===== src/rtl/prog_loader_pkg.sv =====
// Shared types and constants for the UART program loader.
// PROG_LOADER_CHECKSUM_EN adds the trailing checksum state.
package prog_loader_pkg;

    typedef enum logic [2:0] {
        ST_IDLE,
        ST_LEN_LO,
        ST_LEN_HI,
        ST_DATA,
        ST_DONE,
        ST_ERR
`ifdef PROG_LOADER_CHECKSUM_EN
        , ST_CHK
`endif
    } loader_state_t;

    localparam logic [7:0] SYNC_BYTE = 8'hA5;

endpackage


===== src/rtl/uart_rx.sv =====
// 8N1 UART receiver: 2-FF synchronizer, start-bit glitch filter, centre sampling.
module uart_rx #(
    parameter int CLK_DIV = 868
) (
    input  logic       clk,
    input  logic       rst_n,
    input  logic       rx_in,
    output logic [7:0] rx_data,
    output logic       rx_valid,
    output logic       rx_ferr
);

    localparam int CW = $clog2(CLK_DIV);
    localparam logic [CW-1:0] HALF = CW'(CLK_DIV / 2 - 1);
    localparam logic [CW-1:0] FULL = CW'(CLK_DIV - 1);

    localparam logic [1:0] RX_IDLE  = 2'd0;
    localparam logic [1:0] RX_START = 2'd1;
    localparam logic [1:0] RX_DATA  = 2'd2;
    localparam logic [1:0] RX_STOP  = 2'd3;

    logic [1:0]    rx_sync;
    logic          rx_s;
    logic          rx_prev;
    logic [1:0]    st;
    logic [CW-1:0] baud;
    logic [2:0]    bit_cnt;

    assign rx_s = rx_sync[1];

    always_ff @(posedge clk or negedge rst_n) begin
        if (!rst_n) begin
            rx_sync  <= 2'b11;
            rx_prev  <= 1'b1;
            st       <= RX_IDLE;
            baud     <= '0;
            bit_cnt  <= '0;
            rx_data  <= '0;
            rx_valid <= 1'b0;
            rx_ferr  <= 1'b0;
        end else begin
            rx_sync  <= {rx_sync[0], rx_in};
            rx_prev  <= rx_s;
            rx_valid <= 1'b0;
            baud     <= baud + 1'b1;
            case (st)
                RX_IDLE: begin
                    baud <= '0;
                    if (rx_prev && !rx_s) st <= RX_START;
                end
                // a start bit that is high again at mid-bit was a glitch
                RX_START: if (baud == HALF) begin
                    baud    <= '0;
                    bit_cnt <= '0;
                    st      <= rx_s ? RX_IDLE : RX_DATA;
                end
                RX_DATA: if (baud == FULL) begin
                    baud    <= '0;
                    rx_data <= {rx_s, rx_data[7:1]};
                    bit_cnt <= bit_cnt + 1'b1;
                    if (bit_cnt == 3'd7) st <= RX_STOP;
                end
                default: if (baud == FULL) begin
                    baud     <= '0;
                    rx_valid <= 1'b1;
                    rx_ferr  <= ~rx_s;
                    st       <= RX_IDLE;
                end
            endcase
        end
    end

endmodule


===== src/rtl/prog_loader.sv =====
// Boot loader: parses a UART frame and writes 32-bit words into instruction RAM.
// Define PROG_LOADER_CHECKSUM_EN to require a trailing mod-256 checksum byte.
module prog_loader
    import prog_loader_pkg::*;
#(
    parameter int CLK_DIV = 868,
    parameter int ADDR_W  = 12
) (
    input  logic              clk,
    input  logic              rst_n,
    input  logic              rx_in,
    output logic              ram_we,
    output logic [ADDR_W-1:0] ram_addr,
    output logic [31:0]       ram_wdata,
    output logic              cpu_rst_n,
    output logic              loading,
    output logic              load_done,
    output logic              load_err
);

    logic [7:0] rx_data;
    logic       rx_valid;
    logic       rx_ferr;

    uart_rx #(.CLK_DIV(CLK_DIV)) u_rx (
        .clk      (clk),
        .rst_n    (rst_n),
        .rx_in    (rx_in),
        .rx_data  (rx_data),
        .rx_valid (rx_valid),
        .rx_ferr  (rx_ferr)
    );

`ifdef PROG_LOADER_CHECKSUM_EN
    localparam loader_state_t ST_FIN = ST_CHK;
`else
    localparam loader_state_t ST_FIN = ST_DONE;
`endif

    loader_state_t state;
    logic [7:0]    len_lo;
    logic [ADDR_W:0] word_cnt;
    logic [ADDR_W:0] word_idx;
    logic [1:0]    byte_idx;
    logic [23:0]   word_buf;
    logic [15:0]   len_full;
    logic          len_too_big;
    logic          last_word;

    assign len_full    = {rx_data, len_lo};
    assign len_too_big = {1'b0, len_full} > (17'd1 << ADDR_W);
    // word index is one bit wider than the address so a full-RAM image compares cleanly
    assign last_word   = (word_idx + 1'b1) == word_cnt;

`ifdef PROG_LOADER_CHECKSUM_EN
    logic [7:0] sum;
    always_ff @(posedge clk or negedge rst_n) begin
        if (!rst_n)
            sum <= '0;
        else if (state == ST_IDLE)
            sum <= '0;
        else if (rx_valid && state inside {ST_LEN_LO, ST_LEN_HI, ST_DATA})
            sum <= sum + rx_data;
    end
`endif

    always_ff @(posedge clk or negedge rst_n) begin
        if (!rst_n) begin
            state     <= ST_IDLE;
            ram_we    <= 1'b0;
            ram_addr  <= '0;
            ram_wdata <= '0;
            cpu_rst_n <= 1'b0;
            loading   <= 1'b0;
            load_done <= 1'b0;
            load_err  <= 1'b0;
            len_lo    <= '0;
            word_cnt  <= '0;
            word_idx  <= '0;
            byte_idx  <= '0;
            word_buf  <= '0;
        end else begin
            ram_we    <= 1'b0;
            load_done <= 1'b0;
            case (state)
                ST_IDLE: begin
                    // the CPU stays held after a failed load until a new image arrives
                    cpu_rst_n <= ~load_err;
                    if (rx_valid && !rx_ferr && rx_data == SYNC_BYTE) begin
                        state     <= ST_LEN_LO;
                        loading   <= 1'b1;
                        cpu_rst_n <= 1'b0;
                        load_err  <= 1'b0;
                        word_idx  <= '0;
                        byte_idx  <= '0;
                    end
                end
                ST_LEN_LO: if (rx_valid) begin
                    len_lo <= rx_data;
                    state  <= rx_ferr ? ST_ERR : ST_LEN_HI;
                end
                ST_LEN_HI: if (rx_valid) begin
                    word_cnt <= (ADDR_W+1)'(len_full);
                    if (rx_ferr || len_too_big) state <= ST_ERR;
                    else if (len_full == 16'd0) state <= ST_FIN;
                    else                        state <= ST_DATA;
                end
                ST_DATA: if (rx_valid) begin
                    if (rx_ferr) begin
                        state <= ST_ERR;
                    end else begin
                        byte_idx <= byte_idx + 1'b1;
                        word_buf <= {rx_data, word_buf[23:8]};
                        if (byte_idx == 2'd3) begin
                            ram_we    <= 1'b1;
                            ram_addr  <= word_idx[ADDR_W-1:0];
                            ram_wdata <= {rx_data, word_buf};
                            word_idx  <= word_idx + 1'b1;
                            if (last_word) state <= ST_FIN;
                        end
                    end
                end
`ifdef PROG_LOADER_CHECKSUM_EN
                ST_CHK: if (rx_valid) begin
                    state <= (rx_ferr || rx_data != sum) ? ST_ERR : ST_DONE;
                end
`endif
                ST_DONE: begin
                    load_done <= 1'b1;
                    loading   <= 1'b0;
                    cpu_rst_n <= 1'b1;
                    state     <= ST_IDLE;
                end
                ST_ERR: begin
                    load_err  <= 1'b1;
                    loading   <= 1'b0;
                    cpu_rst_n <= 1'b0;
                    state     <= ST_IDLE;
                end
                default: state <= ST_IDLE;
            endcase
        end
    end

endmodule


===== config.mk =====
export PLATFORM = sky130hd
export DESIGN_NAME = prog_loader
export DESIGN_NICKNAME = d
export VERILOG_FILES = /design/src/rtl/prog_loader_pkg.sv /design/src/rtl/uart_rx.sv /design/src/rtl/prog_loader.sv
export SDC_FILE = /design/constraint.sdc
export NUM_CORES = 1
export LEC_CHECK = 0
export ABC_AREA = 1
export CORE_AREA = 2 2 128 92
export CTS_BUF_LIST = sky130_fd_sc_hd__clkbuf_16
export DETAILED_ROUTE_END_ITERATION = 8
export DIE_AREA = 0 0 130 94
export GPL_TIMING_DRIVEN = 0
export PLACE_DENSITY_LB_ADDON = 0.05
export SYNTH_ARGS = -nofsm -noshare
export SYNTH_HDL_FRONTEND = slang
export SYNTH_SLANG_ARGS = --single-unit

===== constraint.sdc =====
create_clock -name clk -period 2.15 [get_ports clk]
set_clock_uncertainty 0.15 [all_clocks]
set_input_delay 0.43 -clock clk [delete_from_list [all_inputs] [get_ports clk]]
set_output_delay 0.43 -clock clk [all_outputs]
set_load 0.02 [all_outputs]

==> impl_metrics.env <==
export IMPL_drt_initial_drc_count=429
export IMPL_postRouteAntennaNets=0
export IMPL_port_buffers=51
export IMPL_worstSetupEndpointType="flip-flop"
export IMPL_die_w_microns=130
export IMPL_utilization_pct=71.5
export IMPL_die_area_sq_um=12200
export IMPL_violations="negative setup slack"
export IMPL_hold_violations=0
export IMPL_cts_tree="yes"
export IMPL_clockBufferDepth=2
export IMPL_min_period_ps=2160
export IMPL_areaGrowthSynthToFinish_pct=25.0
export IMPL_synth_fp_nets=733
export IMPL_rows=32
export IMPL_start_util_pct=57.2
export IMPL_antenna_found_initial=0
export IMPL_synth_edff_count=0
export IMPL_hpwl_mm=10.1
export IMPL_maxCapViolations=0
export IMPL_p_switching_mw=1.63
export IMPL_postSynthCellCount=719
export IMPL_clk_latency_ps=420
export IMPL_layout_commonest_cell="nand2_1"
export IMPL_track_usage_pct=25.9
export IMPL_seq_area_frac_synth_pct=56.1
export IMPL_max_slew_margin_pct=63.4
export IMPL_grt_setup_unrepaired="true"
export IMPL_final_cell_mix="nand2_1 (210), dfrtp_1 (133), o21ai_0 (100)"
export IMPL_yosys_warnings=0
export IMPL_worst_setup_path_start_kind="flip-flop"
export IMPL_power_frac_clock_pct=48.0
export IMPL_die_h_microns=94
export IMPL_setup_viol=3
export IMPL_p_comb_share_pct=7.6
export IMPL_leakage_nw=3.51
export IMPL_ys_async_sr_fraction_pct=100
export IMPL_root_buffer="clkbuf_16"
export IMPL_crit_fanout=6
export IMPL_worstMarginPinSlew_ps=548
export IMPL_grt_pass1_wl_mm=24.2
export IMPL_placed_area_sq_um=6980
export IMPL_ioPinCount=52
export IMPL_place_gp_congestion=0.877
export IMPL_p_int_mw=4.61
export IMPL_vias=5240
export IMPL_cts_sinks=140
export IMPL_totalPowerFinal_mw=6.24
export IMPL_status="finished with violations"
export IMPL_post_drt_via_cell_ratio=5.40
export IMPL_arrival_ps=2310
export IMPL_numCtsBuffers=17
export IMPL_fmax_ghz=0.464
export IMPL_required_ps=2300
export IMPL_switching_share_pct=26.1
export IMPL_first_pass_iters=5
export IMPL_yosysUniqueCellTypes=35
export IMPL_routedWlPerCell_microns=15.3
export IMPL_ir_worst_vdd_uv=731
export IMPL_drive_above_1_share_pct=13.5
export IMPL_fin_crit_sh_pct=100
export IMPL_path_class="reg -> reg"
export IMPL_num_antenna_cells=0
export IMPL_syn_area_per_cell_sq_um=8.69
export IMPL_cts_clk_slew_worst_paths_ps=60
export IMPL_mappedNetlistArea_sq_um=6250
export IMPL_grt_overflow_total=0
export IMPL_p_seq_share_pct=44.3
export IMPL_worst_path_max_delay_cell="dfrtp_2"
export IMPL_synth_seq_cells=140
export IMPL_setup_ws_ps=-7.00
export IMPL_p_per_area_nw_per_um2=798
export IMPL_synth_main_ff_cell="dfrtp_1"
export IMPL_core_region_area_sq_um=10900
export IMPL_hold_class="reg -> reg"
export IMPL_stdcell_area_sq_um=7810
export IMPL_slowest_delay_ps=460
export IMPL_grt_max_degree=84
export IMPL_grt_pass1_vias=4984
export IMPL_htreeDepth=4
export IMPL_wl_mm=14.9
export IMPL_crit_chain="inv_4 > nand2_4 > nor2_4 > inv_4 > nor2_4 > nor2_2 > nor2_2 > o21ai_4 > a21oi_4 > clkbuf_16 > o22ai_2"
export IMPL_slew_violations=0
export IMPL_drc=0
export IMPL_hold_ws_ps=207
export IMPL_layout_nets=818
power groups by stage:
stage,sequential (mW),combinational (mW),clock (mW)
3_5_place_dp,2.81,0.462,0
4_1_cts,2.76,0.463,3.02
2_1_floorplan,2.80,0.307,0
3_3_place_gp,2.81,0.421,0
5_1_grt,2.78,0.558,3.14
6_report,2.76,0.476,3.00
cell families (layout without fill, tap and decap cells):
group / Yosys count / after routing / synth area share (%)
xor+xnor: 4 / 4 / 0.561
compound gates: 139 / 139 / 12.8
fa+ha+maj: 11 / 11 / 2.20
flops: 140 / 140 / 56.1
buf+inv: 110 / 208 / 6.99
simple gates: 315 / 315 / 21.3
layout make-up:
type                            count  area, sq um
Fill cell                         808         3120
Inverter                           89          339
Clock buffer                       17          425
Timing Repair Buffer               66          668
Buffer                             21          108
Multi-Input combinational cell    469         2400
Tap cell                          153          191
Clock inverter                     15          174
Sequential cell                   140         3510
repair_timing:
item                                    in CTS  in global routing
cloned                                       0                  1
buffers inserted                             1                 11
endpoints found under the setup margin      34                 51
endpoints found under the hold margin       57                  0
hold buffers                                 1                  0
resized for setup                            5                 31
pin swaps                                    1                  8
critical path, delay by kind of cell (launching register included):
kind            cells  cell delay [ps]
compound gates      3              410
buf+inv             3              380
flops               1              460
simple gates        5              630
per-stage QoR:
stage	worst slack [ps]	std cells	TNS, ps
final	-7.00	970	-17.6
after detailed placement	-65.3	924	-637
after CTS	6.45	958	0
after floorplan	264	719	0
after global placement	-4880	923	-676020
after global routing	-65.1	970	-628
synth_stat cells, types with 3 or more instances:
master,count,area [sq um]
nor2_2,8,50.1
nand3b_1,4,30.0
nand2_2,3,18.8
inv_1,85,319
xor2_1,3,26.3
a21oi_1,13,65.1
nand3_1,31,155
nor3_1,8,40.0
nor2_1,32,120
ha_1,11,138
nand2_1,214,803
o22ai_2,6,75.1
clkbuf_1,12,45.0
o21ai_2,4,35.0
nand4_1,9,56.3
buf_2,7,35.0
dfrtp_1,137,3430
dfstp_2,3,78.8
inv_2,4,15.0
o21ai_1,5,25.0
o21ai_0,102,510
routing by layer:
layer	global-route usage [%]	part of all wire (%)	up-vias
li1	-	-	2500
met1	35.7	46	2532
met2	40.8	47	179
met3	6.21	4.9	29
met4	8.51	1.9	0
met5	0	0	-
registers in the layout, summed over array words and instances (netlist names), 2 cells and up:
| register | cells |
|---|---|
| byte_idx | 2 |
| len_lo | 8 |
| ram_addr | 12 |
| ram_wdata | 32 |
| state | 3 |
| u_rx.baud | 10 |
| u_rx.bit_cnt | 3 |
| u_rx.rx_data | 8 |
| u_rx.rx_sync | 2 |
| u_rx.st | 2 |
| word_buf | 24 |
| word_cnt | 13 |
| word_idx | 13 |
final timing paths:
| kind | from | endpoint | slack (ps) | cells after the start |
|---|---|---|---|---|
| worst max-delay path | state[2] | word_idx[7] | -7 | 11 |
| worst min-delay path | u_rx.rx_sync[0] | u_rx.rx_sync[1] | 210 | 0 |
| worst max register to register | state[2] | word_idx[7] | -7 | 11 |
| worst min register to register | u_rx.rx_sync[0] | u_rx.rx_sync[1] | 210 | 0 |
| max in group asynchronous | rst_n | u_rx.rx_sync[0] | 600 | 3 |
| min in group asynchronous | rst_n | ram_addr[7] | 420 | 2 |
(Power assumes the default switching activity.)
==> RTL edit 1: new RTL, same flow settings <==
Encoding of `loader_state_t`: now one-hot (6 bits for 6 states).
--- a/src/rtl/prog_loader_pkg.sv
+++ b/src/rtl/prog_loader_pkg.sv
@@ -3,11 +3,11 @@
 package prog_loader_pkg;
 
-    typedef enum logic [2:0] {
-        ST_IDLE,
-        ST_LEN_LO,
-        ST_LEN_HI,
-        ST_DATA,
-        ST_DONE,
-        ST_ERR
+    typedef enum logic [5:0] {
+        ST_IDLE   = 6'b000001,
+        ST_LEN_LO = 6'b000010,
+        ST_LEN_HI = 6'b000100,
+        ST_DATA   = 6'b001000,
+        ST_DONE   = 6'b010000,
+        ST_ERR    = 6'b100000
 `ifdef PROG_LOADER_CHECKSUM_EN
         , ST_CHK
Check against the original RTL: same outputs for any inputs over 10 cycles, from zero or initial values and one cycle with rst_n low; not proved beyond that.
==> RTL edit 1 against the unedited design <==
Cell area is 0.35% lower. Cell count is 0.31% higher. Worst setup slack improved by 0.022 ns. Clock power is 7.7% lower. Area after synthesis grew 1.2%. Wire length decreased by 3.1%. Sequential cell count is 3 higher. Power fell by 4.2%. Sequential share of layout area increased by 1.2 points. Non-clock buffer count decreased by 5. Via count down 0.42%. Largest cell class unchanged.
==> RTL edit 1: results (changes against the unedited design) <==
commonest cells in the netlist=nand2_1, dfrtp_1, inv_1; Total GRT Usage=25.6% (-0.27 points); multi-input gate share of total cell area=30.6% (-0.036 points); Clock-cell share=7.25% (-0.42 points); Routed WL=14.4 mm (-3.1%); vias in the first global route=4836 (-3.0%); fill count=838 (+3.7%); number of multi-input logic gates=477 (+1.7%); Layout non-clock buf frac=9.37% (-0.56 points); met3 Usage GRT=5.35% (-0.85 points); sequential cell area=3590 sq um (+2.2%); Synth Area in Compound Gates=11.1% (-1.8 points); Register-to-Register Path Depth=16 (+5); R2R Setup Slk=0.02 ns (+0.02 ns); placed cell count=932 (+0.87%); metal1 wirelength=6.73 mm (-1.0%); initial DRC count=368 (-14%); worst r2r dst=state[3]$_DFFE_PN0P_; Setup Slack @ Placement=-0.152 ns (-0.0870 ns); routed wl met3=759 um (+3.3%); placed instance area=7060 sq um (+1.1%); Period minus WS final=2.13 ns (-0.0223 ns); status=finished clean; final net count=820 (+0.24%); Crit path largest cell delay=0.39 ns (-0.07 ns); Post CTS Setup Buffer Count=3 (+2); XOR/XNOR Fraction of Synth Area=0.415% (-0.15 points); worst-path fanout max=9 (+3); Tightest Pin Transition=0.621 ns (+0.0726 ns); post-synthesis cell type count=38 (+8.6%)
==> RTL edit 1: cell types whose count changed after synthesis, moves of 3 or more <==
cell / unedited run / this run
o22ai_2: 6 / 0
o21ai_1: 5 / 31
nor3_1: 8 / 11
inv_2: 4 / 9
nor2_1: 32 / 42
o21ai_2: 4 / 1
o22ai_1: 0 / 7
inv_1: 85 / 77
o21ai_0: 102 / 76
a21oi_1: 13 / 10
==> RTL edit 1: where the power goes <==
group	internal, mW	switching, mW	total (mW)
registers	2.74	0.0464	2.79
clock network	1.60	1.17	2.77
logic	0.120	0.291	0.411
==> RTL edit 1: cells by family after synthesis <==
family | Yosys count
muxes | 2
buffers and inverters | 107
AOI/OAI and AO/OA | 131
DFF | 143
adders and majority gates | 10
xor gates and xnor gates | 3
and+or+nand+nor | 331
==> RTL edit 2: new RTL, same flow settings <==
Without the edit above. Build with the macro `PROG_LOADER_CHECKSUM_EN` defined.
--- a/src/rtl/prog_loader_pkg.sv
+++ b/src/rtl/prog_loader_pkg.sv
@@ -1,4 +1,6 @@
 // Shared types and constants for the UART program loader.
 // PROG_LOADER_CHECKSUM_EN adds the trailing checksum state.
+`define PROG_LOADER_CHECKSUM_EN
+
 package prog_loader_pkg;
 
Behaviour: no difference found for any inputs over 10 cycles, from zero or initial values and one cycle with rst_n low; that may be too few to reach the edited logic, so the function may still have changed.
==> RTL edit 2 against the unedited design <==
The flow still finishes with violations (setup timing). Fmax is 1.6% lower. Power up 0.58%. Wire length up 15%. Cell count is 9.9% higher. Non-clock buffer count increased by 4. Sequential share of layout area fell by 1.5 points. Combinational power shrank 6.5%. Area after synthesis up 11%. Sequential cell count is 8 higher. Cell area rose by 9.6%. Synthesized cell count is 13% higher. Worst setup slack got worse by 0.036 ns. Sequential power is 5% higher. Largest cell class unchanged.
==> RTL edit 2: results (changes against the unedited design) <==
Worst EP arrival=2.35 ns (+0.04 ns); commonest cells in the netlist=nand2_1, dfrtp_1, inv_1; first-pass GRT wire length=27.1 mm (+12%); fill count=755 (-6.6%); synth top area cells=dfrtp_1, nand2_1, o21ai_0; final net count=921 (+13%); Pleak=3.88 nW (+11%); failing checks=setup timing; initial DRC count=498 (+16%); share of layout cells above drive strength 1=13.9% (+0.45 points); worst-path fanout max=4 (-2); largest net degree at the start of global routing=99 (+18%); status=finished with violations; Total GRT Usage=28.7% (+2.8 points); vias in the first global route=5640 (+13%); Setup violations, final=2 (-1); placed instance area=7640 sq um (+9.5%); Flop pwr share=46.2% (+1.9 points); Clk power=2.93 mW (-2%); hold_ws=0.206 ns (-0.00134 ns); post-synthesis cell type count=37 (+5.7%); syn_nets=831 (+13%); Reg-to-Reg Start=word_idx[0]$_DFFE_PN0P_; P_seq=2.90 mW (+5%); worst setup margin=-0.0425 ns (-0.0355 ns); dpl hpwl=11.5 mm (+13%)
==> RTL edit 2: cell types whose count changed after synthesis, sizes merged, moves of 2 or more <==
cell    delta
inv       +24
nand3     +14
nor2      +11
o21ai     +11
dfrtp      +8
ha         +6
nor4       +5
a22o       +3
a21o       +2
clkbuf     -2
nand4      +2
o22ai      +2
or2        +2
==> RTL edit 2: through the flow <==
| stage | std cells | setup slack [ns] |
|---|---|---|
| 2_1_floorplan | 810 | 0.197 |
| 3_3_place_gp | 1014 | -5.17 |
| 3_5_place_dp | 1015 | -0.173 |
| 4_1_cts | 1051 | 0.00609 |
| 5_1_grt | 1066 | -0.152 |
| 6_report | 1066 | -0.0425 |
==> RTL edit 2: layout make-up <==
type / count / area (sq um) / share of cell area, %
timing repair buffer: 71 / 692 / 8.08
clock inverter: 15 / 155 / 1.81
sequential: 148 / 3720 / 43.4
tap: 153 / 191 / 2.24
clock buffer: 17 / 425 / 4.97
buffer: 20 / 138 / 1.61
multi-input combinational: 529 / 2810 / 32.9
inverter: 113 / 427 / 4.98
==> RTL edit 2: kinds of logic (layout without fill, tap and decap cells) <==
family / count (synthesis) / count (layout) / share of synthesized area (%)
flip-flops: 148 / 148 / 53.6
adder cells (fa/ha/maj): 18 / 18 / 3.37
AND/OR/NAND/NOR: 349 / 349 / 21.7
XOR/XNOR: 6 / 6 / 0.760
buffers and inverters: 133 / 236 / 8.03
AO/OA/AOI/OAI: 156 / 156 / 12.5
==> RTL edit 2: how the worst max path moves through the flow <==
| stage | from | end |
|---|---|---|
| floorplan | u_rx.rx_data[0]$_DFFE_PN0P_ | sum[6]$_DFFE_PN0P_ |
| detailed placement | word_idx[0]$_DFFE_PN0P_ | state[1]$_DFFE_PN0P_ |
| finish | word_idx[0]$_DFFE_PN0P_ | state[1]$_DFFE_PN0P_ |
| CTS | u_rx.rx_data[1]$_DFFE_PN0P_ | sum[6]$_DFFE_PN0P_ |
| global placement | rst_n | load_err$_DFFE_PN0P_ |
| global route | word_idx[1]$_DFFE_PN0P_ | state[0]$_DFFE_PN0P_ |
==> RTL edit 2: per-layer routing <==
| layer | share of wire (%) | GRT usage (%) | vias up | wire length (um) |
|---|---|---|---|---|
| li1 | - | - | 2805 | - |
| met1 | 46 | 40.6 | 2873 | 7800 |
| met2 | 48 | 45.9 | 195 | 8200 |
| met3 | 5.0 | 5.41 | 29 | 847 |
| met4 | 1.4 | 8.15 | 0 | 245 |
| met5 | 0 | 0 | - | 0 |
==> RTL edit 2: repair_timing <==
action                                  4_1_cts  5_1_grt
hold buffers                                  1        0
gates cloned                                  0        0
setup buffers                                 3       15
endpoints found under the setup margin       16       68
endpoints found under the hold margin        50        0
pin swaps                                     1       18
resized for setup                            14       53
